File: config.mk
export PLATFORM = sky130hd
export DESIGN_NAME = collector_rr_arbiter_flat
export DESIGN_NICKNAME = d
export VERILOG_FILES = /design/src/rtl/collector_rr_arbiter_if.sv /design/src/rtl/collector_rr_arbiter.sv /design/src/flat_wrapper.sv
export SDC_FILE = /design/constraint.sdc
export NUM_CORES = 1
export LEC_CHECK = 0
export BUFFER_PORTS_ARGS = -buffer_cell sky130_fd_sc_hd__buf_2
export CORE_AREA = 2 2 96 98
export CTS_BUF_LIST = sky130_fd_sc_hd__clkbuf_8 sky130_fd_sc_hd__clkbuf_16
export DETAILED_ROUTE_END_ITERATION = 10
export DIE_AREA = 0 0 98 100
export PLACE_DENSITY_LB_ADDON = 0.08
export SYNTH_ARGS = -nofsm -noshare
export SYNTH_HDL_FRONTEND = slang
export SYNTH_SLANG_ARGS = --single-unit
File: constraint.sdc
create_clock -name clk -period 1.8 [get_ports clk]
set_input_delay 0.36 -clock clk [delete_from_list [all_inputs] [get_ports clk]]
set_output_delay 0.36 -clock clk [all_outputs]
set_load 0.01 [all_outputs]
File: src/rtl/collector_rr_arbiter_if.sv
// Req/Gnt/Full bundle between NUM_REQ requesters, the round-robin arbiter and one Collector.
// The slave modport is the arbiter's view; master is the requester/Collector side.
interface collector_rr_arbiter_if #(
    parameter int NUM_REQ   = 4,
    parameter int dataWidth = 32
);
    logic [NUM_REQ*dataWidth-1:0] PacketIn;
    logic [NUM_REQ-1:0]           ReqUpStr;
    logic [NUM_REQ-1:0]           GntUpStr;
    logic [NUM_REQ-1:0]           UpStrFull;
    logic [dataWidth-1:0]         PacketOut;
    logic                         ReqDnStr;
    logic                         GntDnStr;
    logic                         DnStrFull;

    // Handshake: a side raises Req with its packet stable and holds both until it sees
    // a one-cycle Gnt; the edge that samples Gnt is the edge that consumes the packet.
    modport slave (
        input  PacketIn, ReqUpStr, GntDnStr, DnStrFull,
        output GntUpStr, UpStrFull, PacketOut, ReqDnStr
    );

    modport master (
        output PacketIn, ReqUpStr, GntDnStr, DnStrFull,
        input  GntUpStr, UpStrFull, PacketOut, ReqDnStr
    );
endinterface

File: src/rtl/collector_rr_arbiter.sv
// Round-robin arbiter sharing one Collector among NUM_REQ requesters, one packet at a time.
// Optional grant watchdog and sticky ArbTimeout flag: define COLLECTOR_ARB_TIMEOUT_EN.
module collector_rr_arbiter #(
    parameter int NUM_REQ   = 4,
    parameter int IDX_W     = 2,
    parameter int dataWidth = 32,
    parameter int TIMEOUT   = 255
) (
    input  logic             clk,
    input  logic             reset,
    collector_rr_arbiter_if.slave bus,
`ifdef COLLECTOR_ARB_TIMEOUT_EN
    output logic             ArbTimeout,
`endif
    output logic [1:0]       dbgState,
    output logic [IDX_W-1:0] dbgLast
);

    if (((1 << IDX_W) != NUM_REQ) || (NUM_REQ < 2) || (NUM_REQ > 8) || (TIMEOUT < 1)) begin : gParamCheck
        $error("collector_rr_arbiter: bad NUM_REQ/IDX_W/TIMEOUT combination");
    end

    typedef enum logic [1:0] {
        IDLE = 2'd0,
        REQ  = 2'd1,
        ACK  = 2'd2
    } arbState_t;

    arbState_t            state, stateNext;
    logic [IDX_W-1:0]     last, lastNext;
    logic [IDX_W-1:0]     winner, winnerNext;
    logic [dataWidth-1:0] packetReg, packetNext;
    logic                 reqDn, reqDnNext;
    logic [NUM_REQ-1:0]   gntUp, gntUpNext;
    logic [NUM_REQ-1:0]   fullReg, fullNext;
    logic                 found;
    logic [IDX_W-1:0]     pick, cand;

`ifdef COLLECTOR_ARB_TIMEOUT_EN
    localparam int CNT_W = (TIMEOUT > 255) ? $clog2(TIMEOUT + 1) : 8;
    logic [CNT_W-1:0] cnt, cntNext;
    logic             timeoutReg, timeoutNext;
`endif

    // Search starts just after the last winner; index arithmetic wraps because NUM_REQ is 2**IDX_W.
    always_comb begin
        found = 1'b0;
        pick  = last;
        cand  = last;
        for (int k = 1; k <= NUM_REQ; k++) begin
            cand = last + IDX_W'(k);
            if (!found && bus.ReqUpStr[cand]) begin
                found = 1'b1;
                pick  = cand;
            end
        end
    end

    always_comb begin
        stateNext  = state;
        lastNext   = last;
        winnerNext = winner;
        packetNext = packetReg;
        reqDnNext  = reqDn;
        gntUpNext  = '0;
        fullNext   = '0;
`ifdef COLLECTOR_ARB_TIMEOUT_EN
        cntNext     = cnt;
        timeoutNext = timeoutReg;
`endif
        case (state)
            IDLE: begin
                if (!bus.DnStrFull && found) begin
                    stateNext  = REQ;
                    winnerNext = pick;
                    packetNext = bus.PacketIn[int'(pick)*dataWidth +: dataWidth];
                    reqDnNext  = 1'b1;
`ifdef COLLECTOR_ARB_TIMEOUT_EN
                    cntNext    = '0;
`endif
                end
            end
            REQ: begin
                if (bus.GntDnStr) begin
                    reqDnNext         = 1'b0;
                    gntUpNext[winner] = 1'b1;
                    lastNext          = winner;
                    stateNext         = ACK;
                end
`ifdef COLLECTOR_ARB_TIMEOUT_EN
                else if (cnt == CNT_W'(TIMEOUT - 1)) begin
                    reqDnNext   = 1'b0;
                    lastNext    = winner;
                    timeoutNext = 1'b1;
                    stateNext   = IDLE;
                end else begin
                    cntNext = cnt + 1'b1;
                end
`endif
            end
            ACK:     stateNext = IDLE;
            default: stateNext = IDLE;
        endcase

        // A requester that lost arbitration always sees a non-IDLE next state, so the
        // busy term alone covers it; only the requester being served reads as not full.
        for (int i = 0; i < NUM_REQ; i++) begin
            fullNext[i] = bus.DnStrFull | ((stateNext != IDLE) && (IDX_W'(i) != winnerNext));
        end
    end

    always_ff @(posedge clk) begin
        if (reset) begin
            state     <= IDLE;
            last      <= IDX_W'(NUM_REQ - 1);
            winner    <= '0;
            packetReg <= '0;
            reqDn     <= 1'b0;
            gntUp     <= '0;
            fullReg   <= '0;
`ifdef COLLECTOR_ARB_TIMEOUT_EN
            cnt        <= '0;
            timeoutReg <= 1'b0;
`endif
        end else begin
            state     <= stateNext;
            last      <= lastNext;
            winner    <= winnerNext;
            packetReg <= packetNext;
            reqDn     <= reqDnNext;
            gntUp     <= gntUpNext;
            fullReg   <= fullNext;
`ifdef COLLECTOR_ARB_TIMEOUT_EN
            cnt        <= cntNext;
            timeoutReg <= timeoutNext;
`endif
        end
    end

    assign bus.GntUpStr  = gntUp;
    assign bus.UpStrFull = fullReg;
    assign bus.PacketOut = packetReg;
    assign bus.ReqDnStr  = reqDn;
    assign dbgState      = state;
    assign dbgLast       = last;
`ifdef COLLECTOR_ARB_TIMEOUT_EN
    assign ArbTimeout    = timeoutReg;
`endif

endmodule

File: src/flat_wrapper.sv
// flat-port wrapper written by rule: the top's interface ports become plain ports
module collector_rr_arbiter_flat 
#(
    parameter int NUM_REQ   = 4,
    parameter int IDX_W     = 2,
    parameter int dataWidth = 32,
    parameter int TIMEOUT   = 255
)
  (clk, reset, dbgState, dbgLast, bus_PacketIn, bus_ReqUpStr, bus_GntDnStr, bus_DnStrFull, bus_GntUpStr, bus_UpStrFull, bus_PacketOut, bus_ReqDnStr);
  collector_rr_arbiter_if #(.NUM_REQ(NUM_REQ), .dataWidth(dataWidth)) bus_i ();
  input  logic clk;
  input  logic reset;
  output logic [1:0] dbgState;
  output logic [IDX_W-1:0] dbgLast;
  input wire logic [$bits(bus_i.PacketIn)-1:0] bus_PacketIn;
  input wire logic [$bits(bus_i.ReqUpStr)-1:0] bus_ReqUpStr;
  input wire logic [$bits(bus_i.GntDnStr)-1:0] bus_GntDnStr;
  input wire logic [$bits(bus_i.DnStrFull)-1:0] bus_DnStrFull;
  output wire logic [$bits(bus_i.GntUpStr)-1:0] bus_GntUpStr;
  output wire logic [$bits(bus_i.UpStrFull)-1:0] bus_UpStrFull;
  output wire logic [$bits(bus_i.PacketOut)-1:0] bus_PacketOut;
  output wire logic [$bits(bus_i.ReqDnStr)-1:0] bus_ReqDnStr;
  assign bus_i.PacketIn = bus_PacketIn;
  assign bus_i.ReqUpStr = bus_ReqUpStr;
  assign bus_i.GntDnStr = bus_GntDnStr;
  assign bus_i.DnStrFull = bus_DnStrFull;
  assign bus_GntUpStr = bus_i.GntUpStr;
  assign bus_UpStrFull = bus_i.UpStrFull;
  assign bus_PacketOut = bus_i.PacketOut;
  assign bus_ReqDnStr = bus_i.ReqDnStr;
  collector_rr_arbiter #(.NUM_REQ(NUM_REQ), .IDX_W(IDX_W), .dataWidth(dataWidth), .TIMEOUT(TIMEOUT)) u_core (.clk(clk), .reset(reset), .bus(bus_i), .dbgState(dbgState), .dbgLast(dbgLast));
endmodule
==> results of run 1 <==
-- routing by layer --
layer | wire length, um | part of all wire
met5 | 0 | 0
met4 | 97 | 0.011
met3 | 624 | 0.071
met2 | 4330 | 0.49
met1 | 3710 | 0.42
-- sequential cells by signal, indices dropped and copies added (netlist names) --
| register | cells |
|---|---|
| u_core.bus.PacketOut | 32 |
| u_core.bus.GntUpStr | 4 |
| u_core.bus.UpStrFull | 4 |
| u_core.dbgLast | 2 |
| u_core.dbgState | 2 |
| u_core.winner | 2 |
| u_core.bus.ReqDnStr | 1 |
-- path summary, 6_finish.rpt --
| kind | depth (start not counted) | slack, ns | start | endpoint |
|---|---|---|---|---|
| worst min register to register | 2 | 0.47 | u_core.bus.PacketOut[22] | u_core.bus.PacketOut[22] |
| worst max-delay path | 9 | 0.08 | u_core.dbgLast[0] | u_core.bus.PacketOut[4] |
| worst max register to register | 9 | 0.08 | u_core.dbgLast[0] | u_core.bus.PacketOut[4] |
| worst min-delay path | 3 | 0.30 | bus_PacketIn[109] | u_core.bus.PacketOut[13] |
-- worst max-delay path, stage by stage, from the launching register on --
cell and delay (ns):
dfxtp_4 0.37, nor2b_1 0.06, o21ba_1 0.22, a221oi_4 0.24
buf_6 0.17, buf_4 0.13, clkbuf_16 0.17, buf_4 0.12
nand3_1 0.07, o2111ai_1 0.10
-- synth_stat cells, types with 2 or more instances --
master	instances	share of area
nor2b_1	3	0.0073
a21oi_1	4	0.0078
nand4_1	2	0.0049
nand2_1	39	0.057
nand3_1	62	0.12
o21ai_0	7	0.014
dfxtp_1	47	0.37
nor2_1	9	0.013
buf_2	3	0.0059
clkbuf_1	10	0.015
o211ai_1	2	0.0059
inv_1	6	0.0088
o2111ai_2	2	0.012
buf_6	13	0.057
o2111ai_1	30	0.10
and3_1	3	0.0073
a31oi_1	3	0.0073
mux2i_1	33	0.13
-- what timing repair did --
| item | in CTS | in global routing |
|---|---|---|
| hold endpoints to repair | 0 | 0 |
| setup endpoints to repair | 0 | 32 |
| gates resized for setup | 0 | 9 |
| buffers inserted | 0 | 3 |
-- layout make-up --
class,instances,share of cell area
clock buffer,5,0.0174
clock inverter,3,0.0171
inverter,6,0.00568
multi-input combinational,214,0.359
sequential,47,0.238
tap,111,0.0350
timing repair buffer,211,0.328
-- logic make-up (layout without fill, tap and decap cells) --
logic type,count (synthesis),after routing,synth area share
multiplexers,33,33,0.129
AO/OA/AOI/OAI,55,55,0.178
flip-flops,47,47,0.367
AND/OR/NAND/NOR,126,126,0.237
buffers and inverters,33,225,0.0893
-- placed cells by master (no fill, tap or decap), types with 5 or more instances in the layout --
cell type / count
clkbuf_8: 5
inv_1: 6
nor2_1: 8
o2111ai_1: 30
buf_4: 18
o21ai_0: 7
buf_2: 180
dfxtp_1: 46
nand3_1: 62
mux2i_1: 30
nand2_1: 39
buf_12: 7
-- through the flow --
stage	worst slack [ns]	hold slack, ns	instances
after floorplan	0.0896	0.439	294
after global placement	-0.117	0.441	582
after detailed placement	-0.139	0.444	582
after CTS	0.00721	0.291	590
after global routing	0.000305	0.291	597
final	0.0784	0.298	597
-- power groups by stage --
stage / Sequential [W] / Clock (W) / Combinational [W]
after floorplan: 0.00126 / 0 / 0.000403
after detailed placement: 0.00122 / 0 / 0.000830
after global placement: 0.00122 / 0 / 0.000830
after CTS: 0.00120 / 0.000963 / 0.000831
final: 0.00120 / 0.000937 / 0.000920
after global routing: 0.00121 / 0.00101 / 0.00100
==> results by group, run 1 <==
Status
  – Status: finished, final reports clean

CTS
  – CTS Hold Bufs: 0
  – CTS tree: yes
  – Root buf cell: clkbuf_8
  – CTS buffer count: 5
  – H-tree lvl count: 2
  – Sink Count: 47
  – Worst-path clk slew: 0.10 ns
  – Clock Tree Buf Depth: 2
  – Worst-skew pair later-pin latency: 0.30 ns

Cells and area
  – Reg area: 945 um^2
  – Layout cells sized above 1: 0.481
  – Fin area: 3960 um^2
  – Diodes inserted: 0
  – Synth-to-Final Area Change: 54.5%
  – Fillcell total: 919
  – Fin nets: 621
  – Layout Utilization: 0.446
  – Multi-input logic area: 1420 um^2

Die
  – Core ar.: 8890 um^2
  – Initial core utilization: 0.289
  – Site Rows: 35
  – Die width: 98 um
  – I/O pin count: 181
  – Die Height: 100 um
  – Die Area: 9800 um^2

Setup path
  – Critical Path Sink Type: flip-flop
  – CP Max Fanout: 16
  – Type of the worst setup path: flip-flop to flip-flop
  – Worst Path Arrival: 1.95 ns
  – Worst EP required: 2.03 ns
  – Critical path startpoint category: flip-flop

Synthesis
  – Avg Inst Size Synth: 8.72 um^2
  – Cell area after synthesis: 2560 um^2
  – Seq cells post-synth: 47
  – Syn_nets: 430
  – Fraction of registers with async set/reset: 0
  – Synth cell types: 34
  – EDFF count, synth: 0
  – Prevailing post-synth register cell: dfxtp_1
  – Mapped Cells: 294
  – Register area share after synthesis: 0.367
  – Syn. warnings: 0

Detailed routing
  – Via density: 4.91
  – DRT antenna net count: 0
  – Via count: 2,933
  – First-pass DRT Iterations: 5
  – Wire per inst: 14.7 um
  – DRC viols: 0
  – Final WL: 8770 um
  – Starting DRT DRC Count: 71

Timing
  – Skew final: 0.00821 ns
  – Minimum clock period: 1.72 ns
  – Period utilization: 0.956
  – Max Freq: 0.581 GHz
  – Worst-margin pin slew: 0.430 ns
  – Fin. max-slew vios: 0
  – Final hold vios: 0
  – Setup TNS Final: 0 ns
  – RSZ-0062 raised after global routing: no
  – Final setup violation count: 0
  – Worst slew margin: 0.713

Power
  – Internal power: 0.00217 W
  – Pwr/cell area: 771 nW/um^2
  – Switch Pwr: 0.000888 W
  – Clk pwr share: 0.306
  – Sequential power share: 0.392
  – Leak pwr: 1.95 nW
  – Tot Pwr: 0.00306 W
  – Combinational share of power: 0.301
  – Peak supply drop: 0.546 mV
  – Switching Fraction: 0.290

Global route
  – Grt total ovfl: 0
  – Gr usage total: 0.162
  – Met2 Use GR: 0.285
  – GRT Max-Usage Layer: met2
  – Global-route wire length before repair: 13,000 um
  – Initial antenna violation count: 0
  – M1 GR Usage: 0.192
  – Vias in the first global route: 2,796
  – Pin count of the biggest net entering global routing: 34
  – GRT met3 Usage: 0.0474

Placed design
  – Post-Place Cell Area: 3670 um^2
  – Hpwl dp: 6100 um
  – Gpl congestion: 0.764
  – Port Buffers: 180

Min path
  – Worst min path class: input pin to flip-flop

Job
  – Maxcap violations: 0
Power figures use the tool's default switching activity.
==> run 2, diff against run 1 <==
Settings changed: BUFFER_PORTS_ARGS -buffer_cell sky130_fd_sc_hd__buf_2 to -buffer_cell sky130_fd_sc_hd__clkbuf_2.
==> run 2 against run 1 <==
Against the previous run:
- critical path depth shrank 2
- clock-buffer cell count unchanged
- power down 8.8%
- setup slack better by 0.00082 ns
- largest cell class unchanged
- non-clock buffer count decreased by 1
- hold slack got worse by 0.0080 ns
- maximum frequency about the same
==> results by group, run 2 (synthesis gave the netlist of run 1 again) <==
Timing
  – Skew final: 0.00990 ns
  – Worst slew margin: 0.741
  – Minimum clock period: 1.72 ns
  – Period utilization: 0.956
  – Final setup violation count: 0
  – Setup TNS Final: 0 ns
  – Final hold vios: 0
  – Worst-margin pin slew: 0.388 ns
  – Fin. max-slew vios: 0
  – Max Freq: 0.581 GHz

Cells and area
  – Most frequent cells in the layout: clkbuf_2 (180), nand3_1 (62), dfxtp_1 (46), nand2_1 (39), o2111ai_1 (30)
  – Multi-input logic area: 1430 um^2
  – Layout cells sized above 1: 0.480
  – Synth-to-Final Area Change: 51.6%
  – Layout Utilization: 0.437
  – Fin nets: 620
  – Fillcell total: 912
  – Most common cell after layout, fill and taps aside: clkbuf_2
  – Diodes inserted: 0
  – Post-route insts no fill: 596
  – Max reg flops: 32
  – Reg area: 942 um^2

Setup path
  – CP Max Fanout: 14
  – Critical path startpoint category: flip-flop
  – Worst Path Arrival: 1.91 ns
  – Max stage delay on crit path: 0.36 ns
  – Critical Path Start: u_core.dbgLast[0]
  – Critical Path Sink Type: flip-flop
  – R2r worst-path depth: 7
  – R2R Path Start: u_core.dbgLast[0]
  – R2r setup slk: 0.08 ns
  – Slowest CP cell: dfxtp_2
  – Type of the worst setup path: flip-flop to flip-flop
  – Worst EP required: 1.99 ns
  – CP Cell Sequence: nand2b_1 > o21ai_2 > a221oi_4 > buf_6 > buf_12 > mux2i_2 > o2111ai_1
  – CP endpoint: u_core.bus.PacketOut[29]
  – FF-to-FF End: u_core.bus.PacketOut[29]

Detailed routing
  – Final WL: 8760 um
  – DRT antenna net count: 0
  – First-pass DRT Iterations: 4
  – Wire per inst: 14.7 um
  – Via count: 2,971
  – DRC viols: 0
  – Starting DRT DRC Count: 64
  – Via density: 4.98

Global route
  – GRT Max-Usage Layer: met2
  – Global-route wire length before repair: 13,100 um
  – GRT met3 Usage: 0.0425
  – Initial antenna violation count: 0
  – Vias in the first global route: 2,821
  – Gr usage total: 0.161
  – Grt total ovfl: 0
  – M1 GR Usage: 0.195
  – Pin count of the biggest net entering global routing: 37
  – Met2 Use GR: 0.283

Die
  – Core ar.: 8890 um^2
  – Site Rows: 35
  – I/O pin count: 181
  – Die Height: 100 um
  – Initial core utilization: 0.289
  – Die Area: 9800 um^2
  – Die width: 98 um

Status
  – Status: finished, final reports clean

Power
  – Internal power: 0.00188 W
  – Combinational share of power: 0.325
  – Peak supply drop: 0.290 mV
  – Switch Pwr: 0.000907 W
  – Switching Fraction: 0.326
  – Sequential power share: 0.432
  – Clk pwr share: 0.243
  – Leak pwr: 1.91 nW
  – Pwr/cell area: 717 nW/um^2

Placed design
  – Port Buffers: 180
  – Hpwl dp: 6180 um
  – Gpl congestion: 0.765
  – Placed Cells: 582

Min path
  – Worst min path class: input pin to flip-flop

CTS
  – CTS Hold Bufs: 0
  – H-tree lvl count: 2
  – CTS tree: yes
  – Worst-path clk slew: 0.10 ns
  – Clock Tree Buf Depth: 2
  – Root buf cell: clkbuf_8
  – CTS buffer count: 5
  – Worst-skew pair later-pin latency: 0.31 ns
  – Sink Count: 47

Job
  – Maxcap violations: 0
-- run 2: cell count changes in the layout (fill, tap and decap cells not counted), sizes merged --
| cell | change |
|---|---|
| bufinv | -2 |
| clkinv | +2 |
| buf | -180 |
| clkbuf | +179 |
-- run 2: power by group through the flow --
stage | sequential (W) | combinational, W | clock [W]
after floorplan | 0.00126 | 0.000403 | 0
after global placement | 0.00123 | 0.000820 | 0
after detailed placement | 0.00123 | 0.000822 | 0
after CTS | 0.00120 | 0.000825 | 0.000705
after global routing | 0.00122 | 0.000984 | 0.000740
final | 0.00120 | 0.000905 | 0.000678
-- run 2: worst min-delay path by stage --
stage,startpoint,cells past startpoint,slack [ns],end
5_1_grt,bus_PacketIn[124],3,0.29,u_core.bus.PacketOut[28]
3_3_place_gp,u_core.bus.PacketOut[18],2,0.45,u_core.bus.PacketOut[18]
4_1_cts,bus_PacketIn[123],3,0.28,u_core.bus.PacketOut[27]
6_report,bus_PacketIn[123],3,0.29,u_core.bus.PacketOut[27]
3_5_place_dp,u_core.bus.PacketOut[26],2,0.45,u_core.bus.PacketOut[26]
2_1_floorplan,reset,1,0.44,u_core.bus.GntUpStr[1]
-- run 2: repair_timing --
item / 4_1_cts / 5_1_grt
buffers inserted: 0 / 3
endpoints found under the hold margin: 0 / 0
resized for setup: 0 / 10
endpoints found under the setup margin: 0 / 30
-- run 2: critical path, delay by kind of cell, from the launching register on --
kind | cells | cell delay, ns
compound gates | 3 | 0.51
flops | 1 | 0.36
buf+inv | 2 | 0.33
mux | 1 | 0.24
simple gates | 1 | 0.14
-- run 2: cell type report --
class,instances,share of cell area
clock buffers,5,0.0177
repair buffers,210,0.324
multi-input cells,214,0.368
clock inverters,3,0.00644
flip-flops and latches,47,0.242
well taps,111,0.0357
inverters,6,0.00579
-- run 2: per-layer routing --
metal / share of wire / wire length, um
met5: 0 / 0
met4: 0.014 / 120
met3: 0.067 / 591
met2: 0.48 / 4210
met1: 0.44 / 3840
-- run 2: through the flow --
step	total power (W)	instance area [um^2]	setup WS [ns]	hold WS [ns]
after floorplan	0.00167	2560	0.0896	0.439
after global placement	0.00205	3660	-0.0982	0.445
after detailed placement	0.00205	3660	-0.137	0.452
after CTS	0.00273	3750	0.00944	0.284
after global routing	0.00294	3890	-0.000651	0.290
final	0.00279	3890	0.0792	0.290
